[src/rtl/riscv_pkg.sv]
// Shared RV64 encoding constants: micro-op codes, major opcodes, funct fields
// and the FIFO entry layout. Also imported by the decode stage.
package riscv_pkg;

  localparam int ALU_W = 6;
  localparam int REG_W = 5;

  // Micro-op alu_control codes
  localparam logic [5:0] ALU_ADDI  = 6'd1,  ALU_SLTI  = 6'd2,  ALU_SLTIU = 6'd3,
                         ALU_XORI  = 6'd4,  ALU_ORI   = 6'd5,  ALU_ANDI  = 6'd6,
                         ALU_SLLI  = 6'd7,  ALU_SRLI  = 6'd8,  ALU_SRAI  = 6'd9;
  localparam logic [5:0] ALU_ADD   = 6'd12, ALU_SUB   = 6'd13, ALU_SLL   = 6'd14,
                         ALU_SLT   = 6'd15, ALU_SLTU  = 6'd16, ALU_XOR   = 6'd17,
                         ALU_SRL   = 6'd18, ALU_SRA   = 6'd19, ALU_OR    = 6'd20,
                         ALU_AND   = 6'd21;
  localparam logic [5:0] ALU_ADDIW = 6'd22, ALU_SLLIW = 6'd23, ALU_SRLIW = 6'd24,
                         ALU_SRAIW = 6'd25;
  localparam logic [5:0] ALU_ADDW  = 6'd26, ALU_SUBW  = 6'd27, ALU_SLLW  = 6'd28,
                         ALU_SRLW  = 6'd29, ALU_SRAW  = 6'd30;
  localparam logic [5:0] ALU_MUL   = 6'd31, ALU_MULH  = 6'd32, ALU_MULHSU = 6'd33,
                         ALU_MULHU = 6'd34, ALU_DIV   = 6'd35, ALU_DIVU  = 6'd36,
                         ALU_REM   = 6'd37, ALU_REMU  = 6'd38;
  localparam logic [5:0] ALU_MULW  = 6'd39, ALU_DIVW  = 6'd40, ALU_DIVUW = 6'd41,
                         ALU_REMW  = 6'd42, ALU_REMUW = 6'd43;

  // Major opcodes
  localparam logic [6:0] OPC_OP_IMM    = 7'b0010011;
  localparam logic [6:0] OPC_OP        = 7'b0110011;
  localparam logic [6:0] OPC_OP_IMM_32 = 7'b0011011;
  localparam logic [6:0] OPC_OP_32     = 7'b0111011;

  // funct3 values (base integer and M extension share the field)
  localparam logic [2:0] F3_ADD = 3'b000, F3_SLL = 3'b001, F3_SLT = 3'b010,
                         F3_SLTU = 3'b011, F3_XOR = 3'b100, F3_SR = 3'b101,
                         F3_OR = 3'b110, F3_AND = 3'b111;
  localparam logic [2:0] F3_MUL = 3'b000, F3_MULH = 3'b001, F3_MULHSU = 3'b010,
                         F3_MULHU = 3'b011, F3_DIV = 3'b100, F3_DIVU = 3'b101,
                         F3_REM = 3'b110, F3_REMU = 3'b111;

  // funct7 values; the 64-bit shift funct6 is funct7[6:1]
  localparam logic [6:0] F7_BASE   = 7'b0000000;
  localparam logic [6:0] F7_ALT    = 7'b0100000;
  localparam logic [6:0] F7_MULDIV = 7'b0000001;

  // Word stored in place of a rejected micro-op (addi x0,x0,0)
  localparam logic [31:0] INS_NOP = 32'h00000013;

  typedef enum logic [2:0] {
    CLS_BAD,
    CLS_I,
    CLS_SH64,
    CLS_SHW,
    CLS_R
  } ins_class_e;

  typedef struct packed {
    logic        err;
    logic [31:0] ins;
  } fifo_entry_t;

endpackage

[src/rtl/encode1_if.sv]
// Micro-op request channel and encoded instruction stream of encode1.
interface encode1_if #(
  parameter int BUS_DATA_WIDTH = 64
);
  import riscv_pkg::*;

  logic                      in_valid;
  logic                      in_ready;
  logic [ALU_W-1:0]          in_alu_control;
  logic [REG_W-1:0]          in_addressA;
  logic [REG_W-1:0]          in_addressB;
  logic [REG_W-1:0]          in_addressC;
  logic [BUS_DATA_WIDTH-1:0] in_imm;
  logic                      in_muxB_control;
  logic                      out_valid;
  logic                      out_ready;
  logic [31:0]               out_ins;
  logic                      out_err;

  modport master (
    output in_valid, in_alu_control, in_addressA, in_addressB, in_addressC,
           in_imm, in_muxB_control, out_ready,
    input  in_ready, out_valid, out_ins, out_err
  );

  modport slave (
    input  in_valid, in_alu_control, in_addressA, in_addressB, in_addressC,
           in_imm, in_muxB_control, out_ready,
    output in_ready, out_valid, out_ins, out_err
  );

endinterface

[src/rtl/ins_encode.sv]
// Purely combinational RV64 encoder: one micro-op in, one 32-bit word plus
// an error flag out. Errors replace the word with a NOP.
module ins_encode
  import riscv_pkg::*;
#(
  parameter int BUS_DATA_WIDTH = 64
) (
  input  logic [ALU_W-1:0]          alu_control,
  input  logic [REG_W-1:0]          address_a,
  input  logic [REG_W-1:0]          address_b,
  input  logic [REG_W-1:0]          address_c,
  input  logic [BUS_DATA_WIDTH-1:0] imm,
  input  logic                      muxb_control,
  output logic [31:0]               ins,
  output logic                      err
);

  ins_class_e cls;
  logic [6:0] opc;
  logic [2:0] f3;
  logic [6:0] f7;
  logic       imm12_ok;
  logic       sh64_ok;
  logic       shw_ok;
  logic [31:0] word;
  logic        bad;

  // Operand range checks: 12-bit signed immediate, 6-bit and 5-bit shamt
  assign imm12_ok = (&imm[BUS_DATA_WIDTH-1:11]) | ~(|imm[BUS_DATA_WIDTH-1:11]);
  assign sh64_ok  = ~(|imm[BUS_DATA_WIDTH-1:6]);
  assign shw_ok   = ~(|imm[BUS_DATA_WIDTH-1:5]);

  // Classify the code and select opcode/funct fields
  always_comb begin
    cls = CLS_BAD;
    opc = '0;
    f3  = '0;
    f7  = F7_BASE;
    case (alu_control)
      ALU_ADDI:   begin cls = CLS_I;    opc = OPC_OP_IMM;    f3 = F3_ADD;  end
      ALU_SLTI:   begin cls = CLS_I;    opc = OPC_OP_IMM;    f3 = F3_SLT;  end
      ALU_SLTIU:  begin cls = CLS_I;    opc = OPC_OP_IMM;    f3 = F3_SLTU; end
      ALU_XORI:   begin cls = CLS_I;    opc = OPC_OP_IMM;    f3 = F3_XOR;  end
      ALU_ORI:    begin cls = CLS_I;    opc = OPC_OP_IMM;    f3 = F3_OR;   end
      ALU_ANDI:   begin cls = CLS_I;    opc = OPC_OP_IMM;    f3 = F3_AND;  end
      ALU_SLLI:   begin cls = CLS_SH64; opc = OPC_OP_IMM;    f3 = F3_SLL;  end
      ALU_SRLI:   begin cls = CLS_SH64; opc = OPC_OP_IMM;    f3 = F3_SR;   end
      ALU_SRAI:   begin cls = CLS_SH64; opc = OPC_OP_IMM;    f3 = F3_SR;   f7 = F7_ALT; end
      ALU_ADD:    begin cls = CLS_R;    opc = OPC_OP;        f3 = F3_ADD;  end
      ALU_SUB:    begin cls = CLS_R;    opc = OPC_OP;        f3 = F3_ADD;  f7 = F7_ALT; end
      ALU_SLL:    begin cls = CLS_R;    opc = OPC_OP;        f3 = F3_SLL;  end
      ALU_SLT:    begin cls = CLS_R;    opc = OPC_OP;        f3 = F3_SLT;  end
      ALU_SLTU:   begin cls = CLS_R;    opc = OPC_OP;        f3 = F3_SLTU; end
      ALU_XOR:    begin cls = CLS_R;    opc = OPC_OP;        f3 = F3_XOR;  end
      ALU_SRL:    begin cls = CLS_R;    opc = OPC_OP;        f3 = F3_SR;   end
      ALU_SRA:    begin cls = CLS_R;    opc = OPC_OP;        f3 = F3_SR;   f7 = F7_ALT; end
      ALU_OR:     begin cls = CLS_R;    opc = OPC_OP;        f3 = F3_OR;   end
      ALU_AND:    begin cls = CLS_R;    opc = OPC_OP;        f3 = F3_AND;  end
      ALU_ADDIW:  begin cls = CLS_I;    opc = OPC_OP_IMM_32; f3 = F3_ADD;  end
      ALU_SLLIW:  begin cls = CLS_SHW;  opc = OPC_OP_IMM_32; f3 = F3_SLL;  end
      ALU_SRLIW:  begin cls = CLS_SHW;  opc = OPC_OP_IMM_32; f3 = F3_SR;   end
      ALU_SRAIW:  begin cls = CLS_SHW;  opc = OPC_OP_IMM_32; f3 = F3_SR;   f7 = F7_ALT; end
      ALU_ADDW:   begin cls = CLS_R;    opc = OPC_OP_32;     f3 = F3_ADD;  end
      ALU_SUBW:   begin cls = CLS_R;    opc = OPC_OP_32;     f3 = F3_ADD;  f7 = F7_ALT; end
      ALU_SLLW:   begin cls = CLS_R;    opc = OPC_OP_32;     f3 = F3_SLL;  end
      ALU_SRLW:   begin cls = CLS_R;    opc = OPC_OP_32;     f3 = F3_SR;   end
      ALU_SRAW:   begin cls = CLS_R;    opc = OPC_OP_32;     f3 = F3_SR;   f7 = F7_ALT; end
      ALU_MUL:    begin cls = CLS_R;    opc = OPC_OP;        f3 = F3_MUL;    f7 = F7_MULDIV; end
      ALU_MULH:   begin cls = CLS_R;    opc = OPC_OP;        f3 = F3_MULH;   f7 = F7_MULDIV; end
      ALU_MULHSU: begin cls = CLS_R;    opc = OPC_OP;        f3 = F3_MULHSU; f7 = F7_MULDIV; end
      ALU_MULHU:  begin cls = CLS_R;    opc = OPC_OP;        f3 = F3_MULHU;  f7 = F7_MULDIV; end
      ALU_DIV:    begin cls = CLS_R;    opc = OPC_OP;        f3 = F3_DIV;    f7 = F7_MULDIV; end
      ALU_DIVU:   begin cls = CLS_R;    opc = OPC_OP;        f3 = F3_DIVU;   f7 = F7_MULDIV; end
      ALU_REM:    begin cls = CLS_R;    opc = OPC_OP;        f3 = F3_REM;    f7 = F7_MULDIV; end
      ALU_REMU:   begin cls = CLS_R;    opc = OPC_OP;        f3 = F3_REMU;   f7 = F7_MULDIV; end
      ALU_MULW:   begin cls = CLS_R;    opc = OPC_OP_32;     f3 = F3_MUL;    f7 = F7_MULDIV; end
      ALU_DIVW:   begin cls = CLS_R;    opc = OPC_OP_32;     f3 = F3_DIV;    f7 = F7_MULDIV; end
      ALU_DIVUW:  begin cls = CLS_R;    opc = OPC_OP_32;     f3 = F3_DIVU;   f7 = F7_MULDIV; end
      ALU_REMW:   begin cls = CLS_R;    opc = OPC_OP_32;     f3 = F3_REM;    f7 = F7_MULDIV; end
      ALU_REMUW:  begin cls = CLS_R;    opc = OPC_OP_32;     f3 = F3_REMU;   f7 = F7_MULDIV; end
      default:    cls = CLS_BAD;
    endcase
  end

  // Assemble the word for the class and validate operand form and range
  always_comb begin
    word = '0;
    bad  = 1'b1;
    case (cls)
      CLS_I: begin
        word = {imm[11:0], address_a, f3, address_c, opc};
        bad  = ~muxb_control | ~imm12_ok;
      end
      CLS_SH64: begin
        word = {f7[6:1], imm[5:0], address_a, f3, address_c, opc};
        bad  = ~muxb_control | ~sh64_ok;
      end
      CLS_SHW: begin
        word = {f7, imm[4:0], address_a, f3, address_c, opc};
        bad  = ~muxb_control | ~shw_ok;
      end
      CLS_R: begin
        word = {f7, address_b, address_a, f3, address_c, opc};
        bad  = muxb_control;
      end
      default: begin
        word = '0;
        bad  = 1'b1;
      end
    endcase
    err = bad;
    ins = bad ? INS_NOP : word;
  end

endmodule

[src/rtl/encode1.sv]
// Micro-op to RV64 instruction encoder with a DEPTH-entry output FIFO and a
// saturating count of rejected micro-ops.
module encode1
  import riscv_pkg::*;
#(
  parameter int BUS_DATA_WIDTH = 64,
  parameter int DEPTH          = 4
) (
  input  logic      clk,
  input  logic      rst_n,
  encode1_if.slave  bus
);

  localparam int AW = (DEPTH > 1) ? $clog2(DEPTH) : 1;
  localparam int CW = AW + 1;
  localparam logic [CW-1:0] FULL = CW'(DEPTH);

  logic [AW-1:0] wr_ptr_q, wr_ptr_d;
  logic [AW-1:0] rd_ptr_q, rd_ptr_d;
  logic [CW-1:0] count_q, count_d;
  logic [15:0]   err_count_q, err_count_d;
  fifo_entry_t   mem_q [DEPTH];
  fifo_entry_t   wr_entry_d;

  logic [31:0] enc_ins;
  logic        enc_err;
  logic        push;
  logic        pop;
  logic        full;
  logic        empty;

  ins_encode #(
    .BUS_DATA_WIDTH(BUS_DATA_WIDTH)
  ) u_ins_encode (
    .alu_control (bus.in_alu_control),
    .address_a   (bus.in_addressA),
    .address_b   (bus.in_addressB),
    .address_c   (bus.in_addressC),
    .imm         (bus.in_imm),
    .muxb_control(bus.in_muxB_control),
    .ins         (enc_ins),
    .err         (enc_err)
  );

  assign full  = (count_q == FULL);
  assign empty = (count_q == '0);

  // in_ready is held low for the whole reset assertion, not just after it
  assign bus.in_ready  = rst_n & ~full;
  assign bus.out_valid = ~empty;
  assign push          = bus.in_valid & bus.in_ready;
  assign pop           = bus.out_valid & bus.out_ready;

  // Storage is not reset, so the head is masked to zero while the FIFO is empty
  assign bus.out_ins = empty ? '0 : mem_q[rd_ptr_q].ins;
  assign bus.out_err = ~empty & mem_q[rd_ptr_q].err;

  // Next-state for pointers, occupancy and the saturating error counter
  always_comb begin
    wr_ptr_d    = wr_ptr_q;
    rd_ptr_d    = rd_ptr_q;
    count_d     = count_q;
    err_count_d = err_count_q;
    wr_entry_d  = '{err: enc_err, ins: enc_ins};
    if (push) wr_ptr_d = wr_ptr_q + 1'b1;
    if (pop)  rd_ptr_d = rd_ptr_q + 1'b1;
    case ({push, pop})
      2'b10:   count_d = count_q + 1'b1;
      2'b01:   count_d = count_q - 1'b1;
      default: count_d = count_q;
    endcase
    if (push && enc_err && (err_count_q != 16'hFFFF)) err_count_d = err_count_q + 1'b1;
  end

  // Control state, cleared asynchronously; reset drops every queued entry
  always_ff @(posedge clk or negedge rst_n) begin
    if (!rst_n) begin
      wr_ptr_q    <= '0;
      rd_ptr_q    <= '0;
      count_q     <= '0;
      err_count_q <= '0;
    end else begin
      wr_ptr_q    <= wr_ptr_d;
      rd_ptr_q    <= rd_ptr_d;
      count_q     <= count_d;
      err_count_q <= err_count_d;
    end
  end

  // FIFO storage, written at the accepting edge
  always_ff @(posedge clk) begin
    if (push) mem_q[wr_ptr_q] <= wr_entry_d;
  end

endmodule

[src/flat_wrapper.sv]
// flat-port wrapper written by rule: the top's interface ports become plain ports
module encode1_flat import riscv_pkg::*;
#(
  parameter int BUS_DATA_WIDTH = 64,
  parameter int DEPTH          = 4
)
  (clk, rst_n, bus_in_valid, bus_in_alu_control, bus_in_addressA, bus_in_addressB, bus_in_addressC, bus_in_imm, bus_in_muxB_control, bus_out_ready, bus_in_ready, bus_out_valid, bus_out_ins, bus_out_err);
  encode1_if #(.BUS_DATA_WIDTH(BUS_DATA_WIDTH)) bus_i ();
  input  logic clk;
  input  logic rst_n;
  input wire logic [$bits(bus_i.in_valid)-1:0] bus_in_valid;
  input wire logic [$bits(bus_i.in_alu_control)-1:0] bus_in_alu_control;
  input wire logic [$bits(bus_i.in_addressA)-1:0] bus_in_addressA;
  input wire logic [$bits(bus_i.in_addressB)-1:0] bus_in_addressB;
  input wire logic [$bits(bus_i.in_addressC)-1:0] bus_in_addressC;
  input wire logic [$bits(bus_i.in_imm)-1:0] bus_in_imm;
  input wire logic [$bits(bus_i.in_muxB_control)-1:0] bus_in_muxB_control;
  input wire logic [$bits(bus_i.out_ready)-1:0] bus_out_ready;
  output wire logic [$bits(bus_i.in_ready)-1:0] bus_in_ready;
  output wire logic [$bits(bus_i.out_valid)-1:0] bus_out_valid;
  output wire logic [$bits(bus_i.out_ins)-1:0] bus_out_ins;
  output wire logic [$bits(bus_i.out_err)-1:0] bus_out_err;
  assign bus_i.in_valid = bus_in_valid;
  assign bus_i.in_alu_control = bus_in_alu_control;
  assign bus_i.in_addressA = bus_in_addressA;
  assign bus_i.in_addressB = bus_in_addressB;
  assign bus_i.in_addressC = bus_in_addressC;
  assign bus_i.in_imm = bus_in_imm;
  assign bus_i.in_muxB_control = bus_in_muxB_control;
  assign bus_i.out_ready = bus_out_ready;
  assign bus_in_ready = bus_i.in_ready;
  assign bus_out_valid = bus_i.out_valid;
  assign bus_out_ins = bus_i.out_ins;
  assign bus_out_err = bus_i.out_err;
  encode1 #(.BUS_DATA_WIDTH(BUS_DATA_WIDTH), .DEPTH(DEPTH)) u_core (.clk(clk), .rst_n(rst_n), .bus(bus_i));
endmodule
[config.mk]
export PLATFORM = sky130hd
export DESIGN_NAME = encode1_flat
export DESIGN_NICKNAME = d
export VERILOG_FILES = /design/src/rtl/riscv_pkg.sv /design/src/rtl/encode1_if.sv /design/src/rtl/ins_encode.sv /design/src/rtl/encode1.sv /design/src/flat_wrapper.sv
export SDC_FILE = /design/constraint.sdc
export NUM_CORES = 1
export LEC_CHECK = 0
export BUFFER_PORTS_ARGS = -buffer_cell sky130_fd_sc_hd__buf_2
export CORE_ASPECT_RATIO = 2
export CORE_MARGIN = 5
export CORE_UTILIZATION = 55
export DETAILED_ROUTE_END_ITERATION = 12
export PLACE_DENSITY_LB_ADDON = 0.1
export SYNTH_ARGS = -nofsm -noshare
export SYNTH_HDL_FRONTEND = slang
export SYNTH_SLANG_ARGS = --single-unit
[constraint.sdc]
create_clock -name clk -period 2.1 [get_ports clk]
set_input_delay 0.42 -clock clk [delete_from_list [all_inputs] [get_ports clk]]
set_output_delay 0.42 -clock clk [all_outputs]
set_load 0.01 [all_outputs]
Word-level counts from Yosys, hierarchy flattened
Memories as Yosys holds them, arrays and structs flattened.
Cells that the tools add are included.

storage, ports and cells
  register bits after elaboration = 7
  bits in latches = 0
  RAM bits = 132
  ROM bits = 0
  bits of input ports = 90
  output and inout port bits = 35
  word-level logic and storage cells = 103
  memories = 1

memories
  memory        depth  bits a word  read ports  clocked after Yosys merged registers in  wr ports  line           text
  u_core.mem_q  4      33           1           0                                        1         encode1.sv:22  fifo_entry_t mem_q [DEPTH];

operators by class
  add/sub/neg operators = 4
  multipliers = 0
  divide/modulo/power cells = 0
  order comparisons = 0
  equal/unequal tests = 48
  shift operators = 0
  muxes and demuxes = 11
  bitwise gates (word level) = 13
  reductions and logical operators = 23

operators by type and width
  operator                                                         number
  32-bit case mux with 4 select lines                              1
  6-bit by 5-bit == test with 1-bit output, second input constant  16
  6-bit == test, second input constant                             12
  32-bit 2-to-1 mux                                                2
  59-bit OR reduction                                              1
  58-bit OR reduction                                              1
  53-bit AND reduction                                             1
  53-bit OR reduction                                              1
  6-bit by 4-bit == test with 1-bit output, second input constant  6
  28-bit OR reduction                                              1
  6-bit by 3-bit == test with 1-bit output, second input constant  4
  6-bit case mux with 4 select lines                               1
  3-bit case mux with 7 select lines                               1
  10-bit OR reduction                                              2
  18-bit OR reduction                                              1
  4-bit OR reduction                                               4
  13-bit OR reduction                                              1
  6-bit by 2-bit == test with 1-bit output, second input constant  2
  3-bit case mux with 4 select lines                               1
  6-bit case mux with 2 select lines                               1
  3-bit OR reduction                                               4
  9-bit OR reduction                                               1
  7-bit OR reduction                                               1
  3-bit by 2-bit == test with 1-bit output, second input constant  2
  18 further kinds                                                 31

Logic depth before layout (Yosys ltp)
  word-level depth = 7
  depth in mapped cells = 10

By module
Synthesis repeated with hierarchy kept, for this count alone.

second synthesis, totals
  cell total of the unflattened synthesis = 433
  area, all modules = 6633.9 um2

by module, submodules not included
  module      times used  cells an instance  area an instance (um2)  sequential area each (um2)
  encode1     1           249                5459.0                  4139.0
  ins_encode  1           184                1174.9                  0.0

Worst setup path after synthesis
No wires, ideal clock.

  path kind = input -> register
  start point = in bus_in_imm[12]
  end point = mem u_core.mem_q[0][32] (netlist bit), data pin
  setup time = 269 ps
  arrival = 2016 ps
  required time = 1831 ps
  setup slack = -185 ps
  stages = 6
  cell sequence = nor4_1 > nand4_1 > or4_4 > o311ai_1 > nand2_1 > or2_2

on the way
  word-level cells in the longest chain between the ends = 6
  elaborated cells on any way between the ends = 11
  those cells by class = 1 x mux; 6 x bitwise; 4 x reduce/logical

ends and longest elaborated chain
  what                                    line                text
  start: declaration                      flat_wrapper.sv:16  input wire logic [$bits(bus_i.in_imm)-1:0] bus_in_imm;
  53-bit OR reduction                     ins_encode.sv:29    assign imm12_ok = (&imm[BUS_DATA_WIDTH-1:11]) | ~(|imm[BUS_DATA_WIDTH-1:11]);
  1-bit inverter                          ins_encode.sv:29
  1-bit bitwise OR                        ins_encode.sv:29
  1-bit inverter                          ins_encode.sv:92    bad = ~muxb_control | ~imm12_ok;
  1-bit bitwise OR                        ins_encode.sv:92
  1-bit case mux with 4 select lines (*)  ins_encode.sv:89    case (cls)
  named net u_core.enc_err                encode1.sv:26       logic enc_err;
  end: declaration                        encode1.sv:22

Mark *: on every way through the listed nets, which the timed path passes. The rest lies on a longest branch.

Worst setup path after layout
  start point = reg u_core.rd_ptr_q[0]
  end point = out bus_out_ins[1]

on the way
  word-level cells in the longest chain between the ends = 2

ends and longest elaborated chain
  what                      line                text
  start: declaration        encode1.sv:19       logic [AW-1:0] rd_ptr_q, rd_ptr_d;
  start signal: assignment  encode1.sv:84       rd_ptr_q <= rd_ptr_d;
  memory 4 x 33 bit         -
  32-bit 2-to-1 mux         encode1.sv:55       assign bus.out_ins = empty ? '0 : mem_q[rd_ptr_q].ins;
  end: declaration          flat_wrapper.sv:21  output wire logic [$bits(bus_i.out_ins)-1:0] bus_out_ins;

Every way passes these cells.

==> impl_results.md <==
- Violated checks: negative setup slack
- CP Capture Type: primary output
- Root buffer cell: clkbuf_16
- Maximum number of pins on one net before global-route repair: 31
- Clk_lat worst skew: 0.41 ns
- WS Path Type: flip-flop to primary output
- Clk_skew: 0.00654 ns
- Cell count after placement: 678
- Vias per inst: 5.83
- Leak: 3.03 nW
- Final Max Tran Viols: 0
- Req. time, crit path: 1.68 ns
- Syn Area/Cell: 15.0 µm²
- Ys Warns: 0
- Post-Syn Area: 0.00593 mm²
- HPWL Detailed: 9.68 mm
- Layout area overhead: 36.7%
- Total grt overflow: 0
- Clock-pin slew on the worst setup and hold paths: 0.05 ns
- RSZ-0062 raised after global routing: yes
- Hold Crit Class: input port to flip-flop
- Post-route ant nets: 0
- WL final: 14.7 mm
- Final WS setup: -0.215 ns
- Tmin final: 2.32 ns
- Die Y: 157 µm
- DRC Markers: 0
- Predominant post-synthesis flop cell: edfxtp_1
- WP data arrival: 1.90 ns
- Total track usage: 21.6%
- Area share of the largest cell type after synthesis: 58.7%
- Max-Cap Viols: 0
- Worst vdd ir: 771 µV
- Wire per inst: 20.5 µm
- Share of layout cells above drive strength 1: 48.4%
- Die area: 0.0131 mm²
- DR iter-0 viols: 190
- Pre-antenna DRT Iters: 4
- Ys async rst share: 5.69%
- Post-synthesis cell type count: 53
- CTS Sinks: 123
- Initial antenna violation count: 0
- Total Power: 9.40 mW
- Hold_ws: 0.379 ns
- Max Clk Rate: 432 MHz
- Crit-path max FO: 6
- EDFF count, synth: 116
- Post-route insts no fill: 718
- Cell taking the most area after synthesis: edfxtp_1
- Seq/Total Area, Yosys: 61.7%
- First-pass GRT wire length: 21.4 mm
- CTS buffer count: 17
- Initial Utilization: 56.2%
- TritonCTS clock tree: built
- Status: finished with violations
- Num rows: 53
- Longest Clk Path Bufs: 2
- FF+latch count, synth: 123
- I/O pins: 125
- Final Setup Violations: 37
- Post-Syn Instances: 396
- Port bufs: 122
- Vias in the first global route: 4,488
- Core area: 0.0105 mm²
- Total Nets Final: 664
- DR vias: 4,183
- Chip width: 83.4 µm
- Pwr dens: 1160 mW/mm²
- Final Hold Viols: 0
- Synth top area cells: edfxtp_1, mux4_2, and2_1
- Tcrit/Tclk final: 110%
- Routability congestion estimate: 0.878
- Worst Setup Start Kind: flip-flop
- N_diodes: 0
- H-tree depth: 4
cell usage after synthesis, types with 2 or more instances:
cell and count:
clkbuf_1 14, dfrtp_1 7, mux4_2 29, nand4_1 16, nand2b_1 3, nor2_1 11
buf_2 3, nor3b_1 2, or3b_2 2, o21a_1 4, or2_2 2, mux2i_1 3
nand4b_1 2, nor4_1 14, buf_1 2, buf_4 6, and3_1 4, nor3b_2 10
nor3_2 9, nor3_1 4, buf_6 2, xor2_1 3, a21oi_1 14, conb_1 2
edfxtp_1 116, inv_1 9, xnor2_1 4, and2_1 36, or3_1 2, nand2_1 16
ha_1 5, o21ai_0 10, a22oi_1 6, nand3_1 3, a31oi_1 3
metrics by stage:
step,utilization [%],setup TNS (ns),instance area (µm²),setup slack (ns)
3_3_place_gp,66.9,-41.50,7050,-0.481
3_5_place_dp,66.9,-50.22,7050,-0.618
5_1_grt,76.9,-10.66,8110,-0.268
2_1_floorplan,-,-9.18,6010,-0.114
4_1_cts,74.5,-5.84,7860,-0.228
6_report,76.9,-6.04,8110,-0.215
cell families (layout without fill, tap and decap cells):
kind of cell               after synthesis  in the layout  share of synthesized area, %
adders and majority gates                6              6                          1.39
and+or+nand+nor                        141            141                          15.8
other                                    2              6                         0.127
DFF                                    123            123                          61.7
xor gates and xnor gates                 7              7                          1.03
AOI/OAI and AO/OA                       49             49                          5.46
muxes                                   32             32                          11.5
buffers and inverters                   36            217                          2.97
power by group:
part           total, mW  internal (mW)  leakage (nW)  switching [mW]
Sequential          3.15           3.02          1.16           0.125
Combinational       3.55           1.89          1.61            1.66
Clock               2.70           1.72         0.262           0.985
Total               9.40           6.63          3.03            2.77
critical path, cell delays in order (launching register included):
cell	delay [ns]
dfrtp_2	0.37
buf_12	0.14
clkbuf_16	0.16
mux4_2	0.50
and2_4	0.19
buf_6	0.12
routing by layer:
layer / global-route usage, % / vias to the layer above / part of all wire [%]
li1: - / 1917 / -
met1: 20.9 / 2072 / 32
met2: 42.4 / 173 / 60
met3: 4.79 / 21 / 6.1
met4: 10.0 / 0 / 1.7
met5: 0 / - / 0
sequential cells by signal, summed over array words and instances, names as in the netlist:
register         count
u_core.mem_q       116
u_core.count_q       3
u_core.rd_ptr_q      2
u_core.wr_ptr_q      2
cell usage in the layout (no fill, tap or decap), drive strengths merged, types with 3 or more instances in the layout:
| master | count |
|---|---|
| a21oi | 14 |
| a22oi | 6 |
| a31oi | 3 |
| and2 | 36 |
| and3 | 4 |
| buf | 172 |
| clkbuf | 21 |
| clkinv | 7 |
| clkinvlp | 5 |
| conb | 6 |
| dfrtp | 7 |
| edfxtp | 116 |
| ha | 5 |
| inv | 9 |
| mux2i | 3 |
| mux4 | 29 |
| nand2 | 16 |
| nand2b | 3 |
| nand3 | 3 |
| nand4 | 16 |
| nor2 | 11 |
| nor3 | 14 |
| nor3b | 12 |
| nor4 | 15 |
| o21a | 4 |
| o21ai | 10 |
| xnor2 | 4 |
| xor2 | 3 |
area by class of cell:
class,count,area (µm²)
Clock buffer,18,429
Clock inverter,14,130
Fill cell,632,2440
Inverter,9,33.8
Multi-Input combinational cell,241,2390
Sequential cell,123,3660
Tap cell,137,171
Timing Repair Buffer,176,1290
timing repair:
item	CTS	global route
gates cloned	1	4
buffers inserted	0	2
endpoints found under the hold margin	7	0
endpoints found under the setup margin	111	113
gates resized for setup	39	27
hold buffers	1	0
pin swaps	5	12
path summary, 6_finish.rpt:
path	start	end	slack [ns]	cells past startpoint
max reg2reg	u_core.count_q[0]$_DFFE_PN0P_	u_core.count_q[2]$_DFFE_PN0P_	-0.01	8
max	u_core.rd_ptr_q[0]$_DFFE_PN0P_	bus_out_ins[1]	-0.22	5
min reg2reg	u_core.count_q[2]$_DFFE_PN0P_	u_core.count_q[2]$_DFFE_PN0P_	0.51	1
min in group asynchronous	rst_n	u_core.wr_ptr_q[0]$_DFFE_PN0P_	0.47	3
min	bus_in_imm[8]	u_core.mem_q[2][28]$_DFFE_PP_	0.38	2
max in group asynchronous	rst_n	u_core.rd_ptr_q[0]$_DFFE_PN0P_	1.49	3
Note: power is estimated with default switching activity, not from simulation.
